--- config.mk ---
export PLATFORM = sky130hd
export DESIGN_NAME = i2c_multichannel_scheduler
export DESIGN_NICKNAME = d
export VERILOG_FILES = /design/src/rtl/i2c_multichannel_scheduler.sv
export SDC_FILE = /design/constraint.sdc
export NUM_CORES = 1
export LEC_CHECK = 0
export CORE_MARGIN = 1.5
export CORE_UTILIZATION = 47
export DETAILED_ROUTE_END_ITERATION = 8
export GPL_TIMING_DRIVEN = 0
export PLACE_DENSITY = 0.82
export SETUP_SLACK_MARGIN = 0.15
export SLEW_MARGIN = 20
export SYNTH_ARGS = -nofsm -noshare
export SYNTH_HDL_FRONTEND = slang
export SYNTH_SLANG_ARGS = --single-unit
--- constraint.sdc ---
create_clock -name clk -period 3.97 [get_ports clk]
set_input_delay 0.397 -clock clk [delete_from_list [all_inputs] [get_ports clk]]
set_output_delay 0.397 -clock clk [all_outputs]
set_load 0.005 [all_outputs]
--- src/rtl/i2c_multichannel_scheduler.sv ---
// Round-robin scheduler that walks NUM_CH slave channels through a shared I2C master,
// moving bytes between the master and per-channel windows of a shared RAM.
module i2c_multichannel_scheduler #(
  parameter int NUM_CH      = 4,
  parameter int MAX_BYTES   = 8,
  parameter int RETRY_MAX   = 3,
  parameter int TIMEOUT_CYC = 100000,
  parameter int RAM_AW      = 8
) (
  input  logic                clk,
  input  logic                reset,
  input  logic                enable,
  input  logic [NUM_CH-1:0]   ch_en,
  input  logic [NUM_CH-1:0]   ch_rw,
  input  logic [7*NUM_CH-1:0] ch_dev_add,
  input  logic [8*NUM_CH-1:0] ch_reg_ptr,
  input  logic [6*NUM_CH-1:0] ch_nbytes,
  input  logic                err_clr,
  output logic                m_go,
  output logic                m_rw,
  output logic [5:0]          m_nbyte,
  output logic [6:0]          m_dev_add,
  output logic [7:0]          m_rpointer,
  output logic [7:0]          m_dwr,
  output logic                m_stop,
  input  logic                m_done,
  input  logic                m_ready,
  input  logic                m_ack_e,
  input  logic [7:0]          m_drd,
  output logic [RAM_AW-1:0]   ram_add,
  output logic [7:0]          ram_din,
  output logic                ram_w,
  input  logic [7:0]          ram_rdout,
  output logic                busy,
  output logic                sweep_done,
  output logic [NUM_CH-1:0]   ch_err
);

  localparam int CW = (NUM_CH > 1) ? $clog2(NUM_CH) : 1;
  localparam int TW = $clog2(TIMEOUT_CYC + 1);
  localparam int RW = $clog2(RETRY_MAX + 2);
  localparam logic [CW:0]     NUM_CH_W  = (CW+1)'(NUM_CH);
  localparam logic [CW-1:0]   LAST_CH   = CW'(NUM_CH - 1);
  localparam logic [5:0]      MAX_N     = 6'(MAX_BYTES);
  localparam logic [TW-1:0]   TMO_LAST  = TW'(TIMEOUT_CYC - 1);
  localparam logic [RW-1:0]   RETRY_LIM = RW'(RETRY_MAX);
  localparam logic [RAM_AW-1:0] WIN     = RAM_AW'(MAX_BYTES);

  localparam logic [2:0] IDLE   = 3'd0;
  localparam logic [2:0] SELECT = 3'd1;
  localparam logic [2:0] FETCH  = 3'd2;
  localparam logic [2:0] GO     = 3'd3;
  localparam logic [2:0] XFER   = 3'd4;
  localparam logic [2:0] CHECK  = 3'd5;
  localparam logic [2:0] NEXT   = 3'd6;

  logic [2:0]    state;
  logic [CW-1:0] ptr;
  logic [CW-1:0] cur;
  logic [5:0]    curN;
  logic [5:0]    idx;
  logic [RW-1:0] retry;
  logic [TW-1:0] tmo;
  logic [1:0]    fetchPipe;
  logic          ackErr;

  logic [5:0]        effN   [NUM_CH];
  logic [6:0]        devArr [NUM_CH];
  logic [7:0]        regArr [NUM_CH];
  logic [NUM_CH-1:0] elig;
  logic [NUM_CH-1:0] above;

  generate
    for (genvar gi = 0; gi < NUM_CH; gi++) begin : gCh
      logic [5:0] rawN;
      assign rawN        = ch_nbytes[gi*6 +: 6];
      assign effN[gi]    = (rawN > MAX_N) ? MAX_N : rawN;
      assign devArr[gi]  = ch_dev_add[gi*7 +: 7];
      assign regArr[gi]  = ch_reg_ptr[gi*8 +: 8];
      assign elig[gi]    = ch_en[gi] && (effN[gi] != 6'd0);
      assign above[gi]   = elig[gi] && (cur < CW'(gi));
    end
  endgenerate

  // Rotate eligibility so bit 0 is the pointer position; lowest set bit wins.
  logic [2*NUM_CH-1:0] eligDbl;
  logic [CW-1:0]       selOff;
  logic                selFound;
  logic [CW:0]         selSum;
  logic [CW-1:0]       selCh;
  assign eligDbl = {elig, elig} >> ptr;

  always_comb begin
    selFound = 1'b0;
    selOff   = '0;
    for (int i = NUM_CH - 1; i >= 0; i--) begin
      if (eligDbl[i]) begin
        selFound = 1'b1;
        selOff   = CW'(i);
      end
    end
  end

  assign selSum = {1'b0, ptr} + {1'b0, selOff};
  assign selCh  = (selSum >= NUM_CH_W) ? CW'(selSum - NUM_CH_W) : CW'(selSum);

  logic [RAM_AW-1:0] baseAddr;
  logic [RAM_AW-1:0] selBase;
  logic [5:0]        nextIdx;
  logic [CW-1:0]     nextPtr;
  logic              tmoHit;
  assign baseAddr = RAM_AW'(cur) * WIN;
  assign selBase  = RAM_AW'(selCh) * WIN;
  assign nextIdx  = idx + 6'd1;
  assign nextPtr  = (cur == LAST_CH) ? '0 : cur + 1'b1;
  assign tmoHit   = (state == XFER) && !m_done && (tmo == TMO_LAST);

  logic errSetNow;
  logic errOkNow;
  always_comb begin
    errSetNow = tmoHit;
    errOkNow  = 1'b0;
    if (state == CHECK) begin
      if (!ackErr)                 errOkNow  = 1'b1;
      else if (retry >= RETRY_LIM) errSetNow = 1'b1;
    end
  end

  always_ff @(posedge clk) begin
    if (!reset) begin
      state      <= IDLE;
      ptr        <= '0;
      cur        <= '0;
      curN       <= '0;
      idx        <= '0;
      retry      <= '0;
      tmo        <= '0;
      fetchPipe  <= '0;
      ackErr     <= 1'b0;
      m_go       <= 1'b0;
      m_rw       <= 1'b0;
      m_nbyte    <= '0;
      m_dev_add  <= '0;
      m_rpointer <= '0;
      m_dwr      <= '0;
      m_stop     <= 1'b0;
      ram_add    <= '0;
      ram_din    <= '0;
      ram_w      <= 1'b0;
      busy       <= 1'b0;
      sweep_done <= 1'b0;
    end else begin
      m_go       <= 1'b0;
      m_stop     <= 1'b0;
      ram_w      <= 1'b0;
      sweep_done <= 1'b0;
      // Two-stage tracker for RAM reads: address issued, then data valid.
      fetchPipe  <= {fetchPipe[0], 1'b0};
      if (fetchPipe[1]) m_dwr <= ram_rdout;

      case (state)
        IDLE: if (enable && (|ch_en)) state <= SELECT;
        SELECT: begin
          if (selFound) begin
            cur        <= selCh;
            curN       <= effN[selCh];
            m_nbyte    <= effN[selCh];
            m_dev_add  <= devArr[selCh];
            m_rpointer <= regArr[selCh];
            m_rw       <= ch_rw[selCh];
            if (ch_rw[selCh]) begin
              state <= GO;
            end else begin
              ram_add   <= selBase;
              fetchPipe <= 2'b01;
              state     <= FETCH;
            end
          end else begin
            state <= IDLE;
          end
        end
        FETCH: if (fetchPipe[1]) state <= GO;
        GO: begin
          m_go  <= 1'b1;
          busy  <= 1'b1;
          idx   <= '0;
          tmo   <= '0;
          state <= XFER;
        end
        XFER: begin
          if (m_ready && (idx < curN)) begin
            idx <= nextIdx;
            if (m_rw) begin
              ram_add <= baseAddr + RAM_AW'(idx);
              ram_din <= m_drd;
              ram_w   <= 1'b1;
            end else if (nextIdx < curN) begin
              ram_add   <= baseAddr + RAM_AW'(nextIdx);
              fetchPipe <= {fetchPipe[0], 1'b1};
            end
          end
          if (m_done) begin
            ackErr <= m_ack_e;
            state  <= CHECK;
          end else if (tmoHit) begin
            m_stop <= 1'b1;
            retry  <= '0;
            state  <= NEXT;
          end else begin
            tmo <= tmo + 1'b1;
          end
        end
        CHECK: begin
          if (!ackErr || (retry >= RETRY_LIM)) begin
            retry <= '0;
            state <= NEXT;
          end else begin
            retry <= retry + 1'b1;
            if (m_rw) begin
              state <= GO;
            end else begin
              ram_add   <= baseAddr;
              fetchPipe <= 2'b01;
              state     <= FETCH;
            end
          end
        end
        NEXT: begin
          busy       <= 1'b0;
          ptr        <= nextPtr;
          sweep_done <= ~(|above);
          state      <= enable ? SELECT : IDLE;
        end
        default: state <= IDLE;
      endcase
    end
  end

  always_ff @(posedge clk) begin
    if (!reset)         ch_err      <= '0;
    else if (err_clr)   ch_err      <= '0;
    else if (errSetNow) ch_err[cur] <= 1'b1;
    else if (errOkNow)  ch_err[cur] <= 1'b0;
  end

endmodule

==> results.md <==
- Run status: completed
- Ports placed on the boundary: 170
- Number of global-route vias before repair: 5130
- Wire length per cell: 17.10 um
- Final nets: 903
- Most instantiated library cell after synthesis: sky130_fd_sc_hd__dfxtp_1
- Filler cell count in the final layout: 829
- Min cycle time layout: 3.696 ns
- Deepest clock path buffer count: 2
- Met3 demand-to-capacity share in global routing: 0.05085
- Largest voltage drop on the vdd net: 0.2164 mV
- Y dimension of the die: 107.5 um
- Critical setup path kind: input pin to register
- Largest delay contributor family on the critical path: simple AND/OR/NAND/NOR gates
- Peak Freq: 270.6 MHz
- Clock Pin Slew Worst Setup and Hold Paths: 0.09 ns
- Std-Cell Rows: 37
- Detail-routed via count per cell: 5.643
- Pin slew with the least headroom to its limit: 0.6443 ns
- Cell type with the highest aggregate area in the netlist: sky130_fd_sc_hd__dfxtp_1
- Required time of the critical path: 4.25 ns
- Core region area: 10460 sq um
- Layout-stage area growth over the synthesis result: 41.50%
- Post-route ant nets: 0
- Top cell type's share of synthesized area: 0.3513
- Clk_lat worst skew: 0.37 ns
- Critical-path cell with the highest stage delay: sky130_fd_sc_hd__or4_1
- GRT Resource Usage Total: 0.2689
- EDFF count, synth: 0
- Post-synthesis net count: 723
- Clock sink count: 90
- Part of the Yosys area used for sequential elements: 0.3513
- Commonest cells in the synthesized netlist: sky130_fd_sc_hd__dfxtp_1, sky130_fd_sc_hd__nand2_1, sky130_fd_sc_hd__nor2_1, sky130_fd_sc_hd__a21oi_1, sky130_fd_sc_hd__nand3_1
- TritonCTS clock tree: done
- Worst-path fanout max: 9
- Count of state elements after synthesis: 90
- Die ar.: 11550 sq um
- Static leakage power: 2.568 nW
- Synth async-reset ratio: 0
- Final-layout worst hold slack: 0.4490 ns
- Number of remaining DRC errors: 0
- Number of hold-repair buffers added at the cts stage: 0
- Type of origin of the critical path: input pin
- Proportion of layout cells with a drive suffix above 1: 0.08052
- DR vias: 5113
- Antenna violations before repair: 0
- Post-placement setup slack: -0.2948 ns
- Final worst path period share: 0.9309
- Delay of the slowest cell on the worst path: 0.51 ns
- Syn Area/Cell: 8.767 sq um
- Number of inserted diodes: 0
- Crit. End Element: register
- Met1 track demand over resource: 0.2989
- Worst Setup Slack, final: 0.2742 ns
- Number of endpoints failing setup at the final stage: 0
- Cell types with the largest area share after synthesis: sky130_fd_sc_hd__dfxtp_1, sky130_fd_sc_hd__mux4_2, sky130_fd_sc_hd__nand2_1, sky130_fd_sc_hd__ha_1, sky130_fd_sc_hd__nor2_1
- First-pass detailed-route iteration total: 4
- Count of max-cap constraint violations: 0
- Most used DFF post-synth: sky130_fd_sc_hd__dfxtp_1
- Combined buffer and inverter count along the critical path: 2
- Synth Warn #: 0
- Layer carrying the most global-route usage: met2
- Die span in x: 107.5 um
- Grt met2 use: 0.5027
- Cts bufs inserted: 9
- Worst path arrival time: 3.98 ns
- Sum of overflow across all layers after global routing: 0
- Critical Path, Cell by Cell: clkdlybuf4s50_1 -> or3_4 -> o41a_1 -> or4_1 -> nand3_1 -> ha_1 -> buf_4 -> mux2_2 -> nor2_1 -> a2bb2oi_2 -> a2111oi_4 -> nor3_4 -> o31ai_2
- Detailed placer's ending HPWL: 12240 um
- Count of cell types in the netlist: 70
- Hold WC Path Type: register to register
- Overall Power: 2.169 mW
- Fin Clk Skew: 0.01538 ns
- Maximum number of pins on one net before global-route repair: 17
- Port-buffer cells: 167
- Count of pins over their slew limit: 0
- First DRT Iteration DRCs: 290
- Wire length of the first global-routing pass: 24610 um
- Total wirelength of the detailed-routed design: 15500 um
- Number of instances in the synthesized netlist: 585
- Power density over the cells: 298.9 nW/um^2
- Effective utilization at floorplan: 0.4902
- GPL Wtd Cong: 0.9190
- Post-Synthesis Cell Area: 5129 sq um
- Number of hold violations in the final report: 0
- Root buffer cell: sky130_fd_sc_hd__clkbuf_8
- Slew HR: 0.5705
- Number of levels the H-tree was split into: 3
- Setup repair after global routing missed its margin: true
==> cells by family (layout without fill, tap and decap cells) <==
| family | after synthesis | in the layout | synth area share |
|---|---|---|---|
| other | 1 | 1 | 0.0007312 |
| AO/OA/AOI/OAI | 135 | 135 | 0.1962 |
| multiplexers | 38 | 38 | 0.1115 |
| buffers and inverters | 53 | 238 | 0.04074 |
| XOR/XNOR | 22 | 22 | 0.03757 |
| AND/OR/NAND/NOR | 223 | 223 | 0.2044 |
| flip-flops | 90 | 90 | 0.3513 |
| adder cells (fa/ha/maj) | 23 | 23 | 0.05757 |
==> registers in the layout, indices dropped and copies added (netlist names), 2 cells and up, named ones only <==
register,flops
fetchPipe,2
m_dev_add,7
state,3
idx,6
ram_add,7
ptr,2
ram_din,8
m_rpointer,8
cur,2
retry,3
tmo,17
m_dwr,8
curN,6
==> per-stage QoR <==
step	cells	utilization	instance area (sq um)	TNS, ns
2_1_floorplan	585	-	5129	0
3_3_place_gp	888	0.6662	6970	-1.188
3_5_place_dp	888	0.6662	6970	-3.158
4_1_cts	904	0.6878	7196	0
5_1_grt	906	0.6936	7257	0
6_report	906	0.6936	7257	0
==> layout make-up <==
class	instances	area, sq um	area share
inverters	18	67.56	0.009310
clock buffers	9	123.9	0.01707
clock inverters	7	100.1	0.01379
flip-flops and latches	90	1802	0.2483
repair buffers	169	1687	0.2324
well taps	136	170.2	0.02345
plain buffers	35	147.6	0.02034
multi-input cells	442	3159	0.4353
==> path summary, 6_finish.rpt <==
kind / startpoint / endpoint / slack [ns] / depth (start not counted)
max: ch_nbytes[5] / ram_add[4] / 0.27 / 13
min: fetchPipe[0] / fetchPipe[1] / 0.45 / 1
max reg2reg: idx[0] / ram_add[3] / 0.56 / 10
min reg2reg: fetchPipe[0] / fetchPipe[1] / 0.45 / 1
==> where the power goes <==
part,internal [mW],switching (mW)
Sequential,0.935,0.0230
Clock,0.360,0.350
Combinational,0.267,0.234
==> per-layer routing <==
layer	part of all wire	wire [um]
met4	0.022	342
met5	0	0
met2	0.51	7929
met3	0.075	1164
met1	0.39	6060
==> layout by cell type, fill, tap and decap left out, drive strengths merged, types with 3 or more instances in the layout <==
| cell type | Yosys | routed |
|---|---|---|
| a21boi | 4 | 4 |
| or3 | 8 | 8 |
| nor3 | 12 | 12 |
| nand3b | 4 | 4 |
| nor2b | 5 | 5 |
| nand2b | 4 | 4 |
| a22o | 3 | 3 |
| nand4 | 5 | 5 |
| nand3 | 28 | 28 |
| mux2 | 3 | 3 |
| dfxtp | 90 | 90 |
| xor2 | 13 | 13 |
| o2bb2ai | 15 | 15 |
| a21oi | 43 | 43 |
| buf | 8 | 9 |
| o311ai | 4 | 4 |
| inv | 18 | 20 |
| and2 | 5 | 5 |
| xnor2 | 9 | 9 |
| o211ai | 11 | 11 |
| and3 | 5 | 5 |
| a211oi | 6 | 6 |
| o21ai | 16 | 16 |
| mux2i | 20 | 20 |
| a2111oi | 3 | 3 |
| clkbuf | 27 | 37 |
| ha | 22 | 22 |
| clkdlybuf4s50 | 0 | 167 |
| nor2 | 62 | 62 |
| o41ai | 5 | 5 |
| clkinv | 0 | 3 |
| a31oi | 3 | 3 |
| a22oi | 5 | 5 |
| mux4 | 15 | 15 |
| nand2 | 75 | 75 |
==> what timing repair did <==
item                                    4_1_cts  5_1_grt
hold endpoints to repair                      0        0
pin swaps                                     0        5
endpoints found under the setup margin        7       27
buffers inserted                              0        2
resized for setup                             1       15
Note: power is estimated with default switching activity, not from simulation.
